<file path="src/rtl/bram_capture_writer_pkg.sv">
// rtl/bram_capture_writer_pkg.sv - state encoding and length clamp for the BRAM capture writer
// Contents:
//   state_t   : 3-bit FSM encoding IDLE, SETTLE, CAPTURE, RELEASE, DONE
//   clamp_len : maps a requested word count onto 1..depth (0 or oversize means full depth)
package bram_capture_pkg;

    typedef enum logic [2:0] {
        ST_IDLE    = 3'd0,
        ST_SETTLE  = 3'd1,
        ST_CAPTURE = 3'd2,
        ST_RELEASE = 3'd3,
        ST_DONE    = 3'd4
    } state_t;

    function automatic int unsigned clamp_len(input int unsigned cfg_len,
                                              input int unsigned depth);
        if (cfg_len == 0 || cfg_len > depth) begin
            return depth;
        end
        return cfg_len;
    endfunction

endpackage

</file>
<file path="src/rtl/bram_capture_writer_if.sv">
// rtl/bram_capture_writer_if.sv - sample stream interface feeding the BRAM capture writer
// Signals:
//   tdata  : sample word
//   tvalid : sample valid, driven by the source
//   tready : sink accepts the sample this cycle
// Modports: master = sample source, slave = capture writer
interface bram_capture_writer_if #(
    parameter int DW = 32
);
    logic [DW-1:0] tdata;
    logic          tvalid;
    logic          tready;

    modport master (output tdata, output tvalid, input tready);
    modport slave  (input tdata, input tvalid, output tready);
endinterface

</file>
<file path="src/rtl/bram_capture_writer.sv">
// rtl/bram_capture_writer.sv - streams a bounded capture into BRAM port A, then hands the BRAM back
// Ports:
//   aclk, aresetn         : clock and synchronous active-low reset
//   cfg_len               : words per capture (0 or > depth means full depth), latched at start
//   start, abort          : arm pulse (IDLE/DONE only) and level abort (wins over start)
//   s_axis                : sample stream, slave side; tready high only in CAPTURE
//   bram_sel              : switch select, 1 while the writer owns the BRAM
//   busy, done, sts_count : status; sts_count holds the words written by the current/last capture
//   bram_porta_*          : registered BRAM port A write signals, clock forwarded from aclk
module bram_capture_writer
    import bram_capture_pkg::*;
#(
    parameter int BRAM_DATA_WIDTH = 32,
    parameter int BRAM_ADDR_WIDTH = 15,
    parameter int SETTLE_CYCLES   = 4
) (
    input  logic                       aclk,
    input  logic                       aresetn,
    input  logic [BRAM_ADDR_WIDTH:0]   cfg_len,
    input  logic                       start,
    input  logic                       abort,
    bram_capture_writer_if.slave       s_axis,
    output logic                       bram_sel,
    output logic                       busy,
    output logic                       done,
    output logic [BRAM_ADDR_WIDTH:0]   sts_count,
    output logic                       bram_porta_clk,
    output logic                       bram_porta_rst,
    output logic [BRAM_ADDR_WIDTH-1:0] bram_porta_addr,
    output logic [BRAM_DATA_WIDTH-1:0] bram_porta_wrdata,
    output logic                       bram_porta_we
);

    localparam int          AW    = BRAM_ADDR_WIDTH;
    localparam int          LW    = BRAM_ADDR_WIDTH + 1;
    localparam int unsigned DEPTH = 1 << BRAM_ADDR_WIDTH;

    state_t                       state_q;
    state_t                       state_d;
    logic   [3:0]                 settle_cnt_q;
    logic   [LW-1:0]              len_q;
    logic   [LW-1:0]              count_q;
    logic   [LW-1:0]              count_inc;
    logic   [AW-1:0]              addr_q;
    logic   [BRAM_DATA_WIDTH-1:0] wrdata_q;
    logic                         we_q;
    logic                         tready_c;
    logic                         beat;
    logic                         settle_last;

    // Abort suppresses the beat in its own cycle so nothing is written on the abort edge.
    assign beat        = tready_c && s_axis.tvalid && !abort;
    assign count_inc   = count_q + LW'(1);
    assign settle_last = (settle_cnt_q == 4'(SETTLE_CYCLES - 1));

    always_ff @(posedge aclk) begin
        if (!aresetn) begin
            state_q <= ST_IDLE;
        end else begin
            state_q <= state_d;
        end
    end

    always_comb begin
        state_d = state_q;
        if (abort) begin
            state_d = ST_IDLE;
        end else begin
            case (state_q)
                ST_IDLE, ST_DONE: if (start) state_d = ST_SETTLE;
                ST_SETTLE:        if (settle_last) state_d = ST_CAPTURE;
                // The final beat leaves CAPTURE at once, so tready drops before any extra beat.
                ST_CAPTURE:       if (beat && count_inc == len_q) state_d = ST_RELEASE;
                // One cycle for the last registered write to land before the switch flips back.
                ST_RELEASE:       state_d = ST_DONE;
                default:          state_d = ST_IDLE;
            endcase
        end
    end

    always_comb begin
        bram_sel = 1'b0;
        busy     = 1'b0;
        done     = 1'b0;
        tready_c = 1'b0;
        case (state_q)
            ST_SETTLE:  begin bram_sel = 1'b1; busy = 1'b1; end
            ST_CAPTURE: begin bram_sel = 1'b1; busy = 1'b1; tready_c = 1'b1; end
            ST_RELEASE: begin bram_sel = 1'b1; busy = 1'b1; end
            ST_DONE:    done = 1'b1;
            default:    ;
        endcase
    end

    always_ff @(posedge aclk) begin
        if (!aresetn) begin
            settle_cnt_q <= '0;
            len_q        <= '0;
            count_q      <= '0;
            addr_q       <= '0;
            wrdata_q     <= '0;
            we_q         <= 1'b0;
        end else begin
            we_q <= 1'b0;
            if (!abort) begin
                case (state_q)
                    ST_IDLE, ST_DONE: begin
                        if (start) begin
                            settle_cnt_q <= '0;
                            count_q      <= '0;
                            len_q        <= LW'(clamp_len(32'(cfg_len), DEPTH));
                        end
                    end
                    ST_SETTLE: settle_cnt_q <= settle_cnt_q + 4'd1;
                    ST_CAPTURE: begin
                        if (beat) begin
                            we_q     <= 1'b1;
                            addr_q   <= count_q[AW-1:0];
                            wrdata_q <= s_axis.tdata;
                            count_q  <= count_inc;
                        end
                    end
                    default: ;
                endcase
            end
        end
    end

    assign s_axis.tready     = tready_c;
    assign sts_count         = count_q;
    assign bram_porta_clk    = aclk;
    assign bram_porta_rst    = ~aresetn;
    assign bram_porta_addr   = addr_q;
    assign bram_porta_wrdata = wrdata_q;
    assign bram_porta_we     = we_q;

endmodule
</file>
<file path="src/flat_wrapper.sv">
// flat-port wrapper written by rule: the top's interface ports become plain ports
module bram_capture_writer_flat import bram_capture_pkg::*;
#(
    parameter int BRAM_DATA_WIDTH = 32,
    parameter int BRAM_ADDR_WIDTH = 15,
    parameter int SETTLE_CYCLES   = 4
)
  (aclk, aresetn, cfg_len, start, abort, bram_sel, busy, done, sts_count, bram_porta_clk, bram_porta_rst, bram_porta_addr, bram_porta_wrdata, bram_porta_we, s_axis_tdata, s_axis_tvalid, s_axis_tready);
  bram_capture_writer_if s_axis_i ();
  input  logic aclk;
  input  logic aresetn;
  input  logic [BRAM_ADDR_WIDTH:0] cfg_len;
  input  logic start;
  input  logic abort;
  output logic bram_sel;
  output logic busy;
  output logic done;
  output logic [BRAM_ADDR_WIDTH:0] sts_count;
  output logic bram_porta_clk;
  output logic bram_porta_rst;
  output logic [BRAM_ADDR_WIDTH-1:0] bram_porta_addr;
  output logic [BRAM_DATA_WIDTH-1:0] bram_porta_wrdata;
  output logic bram_porta_we;
  input wire logic [$bits(s_axis_i.tdata)-1:0] s_axis_tdata;
  input wire logic [$bits(s_axis_i.tvalid)-1:0] s_axis_tvalid;
  output wire logic [$bits(s_axis_i.tready)-1:0] s_axis_tready;
  assign s_axis_i.tdata = s_axis_tdata;
  assign s_axis_i.tvalid = s_axis_tvalid;
  assign s_axis_tready = s_axis_i.tready;
  bram_capture_writer #(.BRAM_DATA_WIDTH(BRAM_DATA_WIDTH), .BRAM_ADDR_WIDTH(BRAM_ADDR_WIDTH), .SETTLE_CYCLES(SETTLE_CYCLES)) u_core (.aclk(aclk), .aresetn(aresetn), .cfg_len(cfg_len), .start(start), .abort(abort), .s_axis(s_axis_i), .bram_sel(bram_sel), .busy(busy), .done(done), .sts_count(sts_count), .bram_porta_clk(bram_porta_clk), .bram_porta_rst(bram_porta_rst), .bram_porta_addr(bram_porta_addr), .bram_porta_wrdata(bram_porta_wrdata), .bram_porta_we(bram_porta_we));
endmodule
</file>
<file path="config.mk">
export PLATFORM = sky130hd
export DESIGN_NAME = bram_capture_writer_flat
export DESIGN_NICKNAME = d
export VERILOG_FILES = /design/src/rtl/bram_capture_writer_pkg.sv /design/src/rtl/bram_capture_writer_if.sv /design/src/rtl/bram_capture_writer.sv /design/src/flat_wrapper.sv
export SDC_FILE = /design/constraint.sdc
export NUM_CORES = 1
export LEC_CHECK = 0
export BUFFER_PORTS_ARGS = -buffer_cell sky130_fd_sc_hd__buf_2
export CAP_MARGIN = 5
export CORE_AREA = 10 10 99 101
export DETAILED_ROUTE_END_ITERATION = 8
export DIE_AREA = 0 0 109 111
export GPL_TIMING_DRIVEN = 0
export PLACE_DENSITY = 0.74
export SLEW_MARGIN = 25
export SYNTH_ARGS = -nofsm -noshare
export SYNTH_HDL_FRONTEND = slang
export SYNTH_SLANG_ARGS = --single-unit
</file>
<file path="constraint.sdc">
create_clock -name aclk -period 2.15 [get_ports aclk]
set_input_delay 0.215 -clock aclk [delete_from_list [all_inputs] [get_ports aclk]]
set_output_delay 0.215 -clock aclk [all_outputs]
set_load 0.01 [all_outputs]
</file>
==> results.sh <==
export IMPL_synth_top_cells_by_area="dfxtp_1, nand2_1, a21oi_1"
export IMPL_avgSynthCellArea_um2=8.11
export IMPL_report_final_hold_viol_count=0
export IMPL_path_depth=7
export IMPL_fill_cells=663
export IMPL_cpMaxStageDelayCell="dfxtp_1"
export IMPL_grt_pass1_vias=4202
export IMPL_critPathTopFamily="simple AND/OR/NAND/NOR gates"
export IMPL_crit_arrival_ns=2.40
export IMPL_route_detailed_drc=0
export IMPL_seq_area_um2=1750
export IMPL_finalNetCount=716
export IMPL_worstSetupPathType="flop to flop"
export IMPL_crit_end="u_core.state_q[0]"
export IMPL_gp_congestion=0.905
export IMPL_relSlewSlack=0.612
export IMPL_die_area_um2=12100
export IMPL_grt_usage=0.217
export IMPL_dp_hpwl_um=8950
export IMPL_timing_rr_start="u_core.sts_count[0]"
export IMPL_clock_power_share=0.421
export IMPL_finalCritPeriodShare=0.939
export IMPL_ys_ff_latch=87
export IMPL_grt_pass1_wl_um=20900
export IMPL_synth_top_flop_cell="dfxtp_1"
export IMPL_startpoint_type="flop"
export IMPL_worstMarginPinSlew_ns=0.581
export IMPL_multi_input_area_um2=2000
export IMPL_powerDensity_nw_per_um2=612
export IMPL_async_flop_share=0
export IMPL_antenna_found_initial=1
export IMPL_die_w_um=109
export IMPL_worstPathMaxFanout=8
export IMPL_power_total_mw=3.30
export IMPL_cap_viol_max_count=0
export IMPL_cp_buffers_inverters=1
export IMPL_vias=4186
export IMPL_via_per_inst=5.42
export IMPL_hold_class="input pin to flop"
export IMPL_grt_max_degree=16
export IMPL_cp_required_ns=2.54
export IMPL_synthToLayoutAreaGrowth_pct=38.3
export IMPL_leakage_nw=2.25
export IMPL_reg2reg_slack_ns=0.13
export IMPL_netlist_instances=481
export IMPL_worstSetupEndpointType="flop"
export IMPL_pwr_share_seq=0.496
export IMPL_drt_initial_drc_count=257
export IMPL_rr_worst_depth=7
export IMPL_drtPass1Iterations=5
export IMPL_max_stage_delay_ns=0.41
export IMPL_outcome="complete, no violations"
export IMPL_switching_share=0.246
export IMPL_rows=33
export IMPL_grt_overflow=0
export IMPL_dp_cells=706
export IMPL_syn_area_um2=3900
export IMPL_irDropWorstVdd_uv=410
export IMPL_layout_drive_gt1_share=0.275
export IMPL_setup_viol=0
export IMPL_io_buffers=120
export IMPL_core_area_um2=7970
export IMPL_path_clk_slew_ns=0.09
export IMPL_dieHeight_um=111
export IMPL_switching_power_uw=812
export IMPL_ys_top_cells_by_count="nand2_1, dfxtp_1, a21oi_1"
export IMPL_tns_ns=0
export IMPL_synth_edff_count=0
export IMPL_period_needed_ns=2.02
export IMPL_yosys_cell_count_top_type="nand2_1"
export IMPL_syn_num_nets=536
export IMPL_combinationalPowerShare=0.083
export IMPL_yosys_cell_types_count=55
export IMPL_wirelength_um=13200
export IMPL_worst_slack_ns=0.131
export IMPL_ant_nets=0
export IMPL_ys_seq_area_frac=0.446
export IMPL_crit_chain="buf_2, and4_1, nand4_1, xnor2_1, o211ai_1, o2bb2ai_1, a31o_1"
export IMPL_cts_tree="built"
export IMPL_route_detailed_wl_per_inst_um=17.1
export IMPL_layoutNonFillerInstCount=772
export IMPL_fin_skew_ns=0.00925
export IMPL_clock_latency_ns=0.49
export IMPL_synth_top_cell_area_share=0.446
export IMPL_timing_rr_end="u_core.state_q[0]"
export IMPL_cellInternalPower_mw=2.49
export IMPL_timing_fmax_mhz=495
export IMPL_yosys_warnings=0
export IMPL_rsz0062_at_grt="false"
export IMPL_io_pins=123
export IMPL_dpl_worst_slack_ns=-0.106
export IMPL_cp_startpoint="u_core.sts_count[0]"
export IMPL_slew_violations=0
export IMPL_yosys_area_top_type="dfxtp_1"
export IMPL_start_util=0.490
## power by group through the flow
stage          combinational [mW]  sequential (mW)  clock (mW)
3_3_place_gp                0.192             1.67      0.0531
6_report                    0.275             1.64        1.39
4_1_cts                     0.262             1.64        1.40
5_1_grt                     0.298             1.64        1.46
2_1_floorplan               0.106             1.67      0.0383
3_5_place_dp                0.196             1.67      0.0531
## worst min path at each step
stage                            from               end  slack [ns]  cells past startpoint
final                     cfg_len[15]  u_core.len_q[15]        0.02                      3
after CTS                 cfg_len[15]  u_core.len_q[15]        0.02                      3
after global routing       cfg_len[2]   u_core.len_q[2]        0.04                      3
after detailed placement         aclk    bram_porta_clk        0.40                      2
after global placement           aclk    bram_porta_clk        0.40                      2
after floorplan                  aclk    bram_porta_clk        0.31                      1
## repair_timing
item / 4_1_cts / 5_1_grt
hold buffers: 46 / 0
setup buffers: 0 / 0
endpoints found under the hold margin: 46 / 0
pin swaps: 0 / 0
resized for setup: 2 / 10
setup endpoints to repair: 1 / 15
## worst min-delay path: cells and delay by family
family / cells / cell delay (ns)
buf+inv: 2 / 0.18
compound gates: 1 / 0.07
## metal layers
| layer | vias up | GRT usage | share of wire |
|---|---|---|---|
| met1 | 1975 | 0.245 | 0.40 |
| met4 | 0 | 0.100 | 0.024 |
| met2 | 149 | 0.364 | 0.50 |
| li1 | 2036 | - | - |
| met5 | - | 0 | 0 |
| met3 | 26 | 0.0622 | 0.073 |
## registers in the layout, indices dropped and copies added, names as in the netlist
register / cells
u_core.bram_porta_addr: 15
u_core.bram_porta_we: 1
u_core.bram_porta_wrdata: 32
u_core.len_q: 16
u_core.settle_cnt_q: 4
u_core.state_q: 3
u_core.sts_count: 16
## stage by stage
| stage | instance area, um2 | hold slack, ns | util |
|---|---|---|---|
| floorplan | 3900 | 0.307 | - |
| global placement | 4630 | 0.396 | 0.581 |
| detailed placement | 4630 | 0.396 | 0.581 |
| CTS | 5340 | 0.0214 | 0.671 |
| global route | 5390 | 0.0446 | 0.677 |
| finish | 5390 | 0.0246 | 0.677 |
## logic make-up after synthesis
kind of cell,Yosys count,synth area share
and+or+nand+nor,197,0.248
xor gates and xnor gates,22,0.0494
buffers and inverters,44,0.0523
adders and majority gates,2,0.00641
AOI/OAI and AO/OA,129,0.198
DFF,87,0.446
## area by class of cell
class / instances / area share
plain buffers: 39 / 0.0348
flip-flops and latches: 87 / 0.324
well taps: 105 / 0.0244
repair buffers: 165 / 0.196
diodes: 1 / 0.000464
inverters: 5 / 0.00348
multi-input cells: 350 / 0.371
clock inverters: 6 / 0.0125
clock buffers: 14 / 0.0341
## placed cells by master, fill, tap and decap left out, drive strengths merged, types with 2 or more instances in the layout
cell and count:
buf 145, nand2 104, dfxtp 87, a21oi 70
dlygate4sd3 46, clkbuf 27, nor2 25, o21ai 18
xnor2 14, a22o 14, nor4 13, nand3 12
nor3 10, xor2 8, a31oi 7, nand2b 7
inv 6, nand4 6, and4 3, a211oi 3
a21o 2, or3 2, a22oi 2, o211ai 2
and3 2, nor2b 2, o21a 2, nand4b 2
clkinvlp 2, nor3b 2, a31o 2, ha 2
clkinv 2
Note: power is estimated with default switching activity, not from simulation.
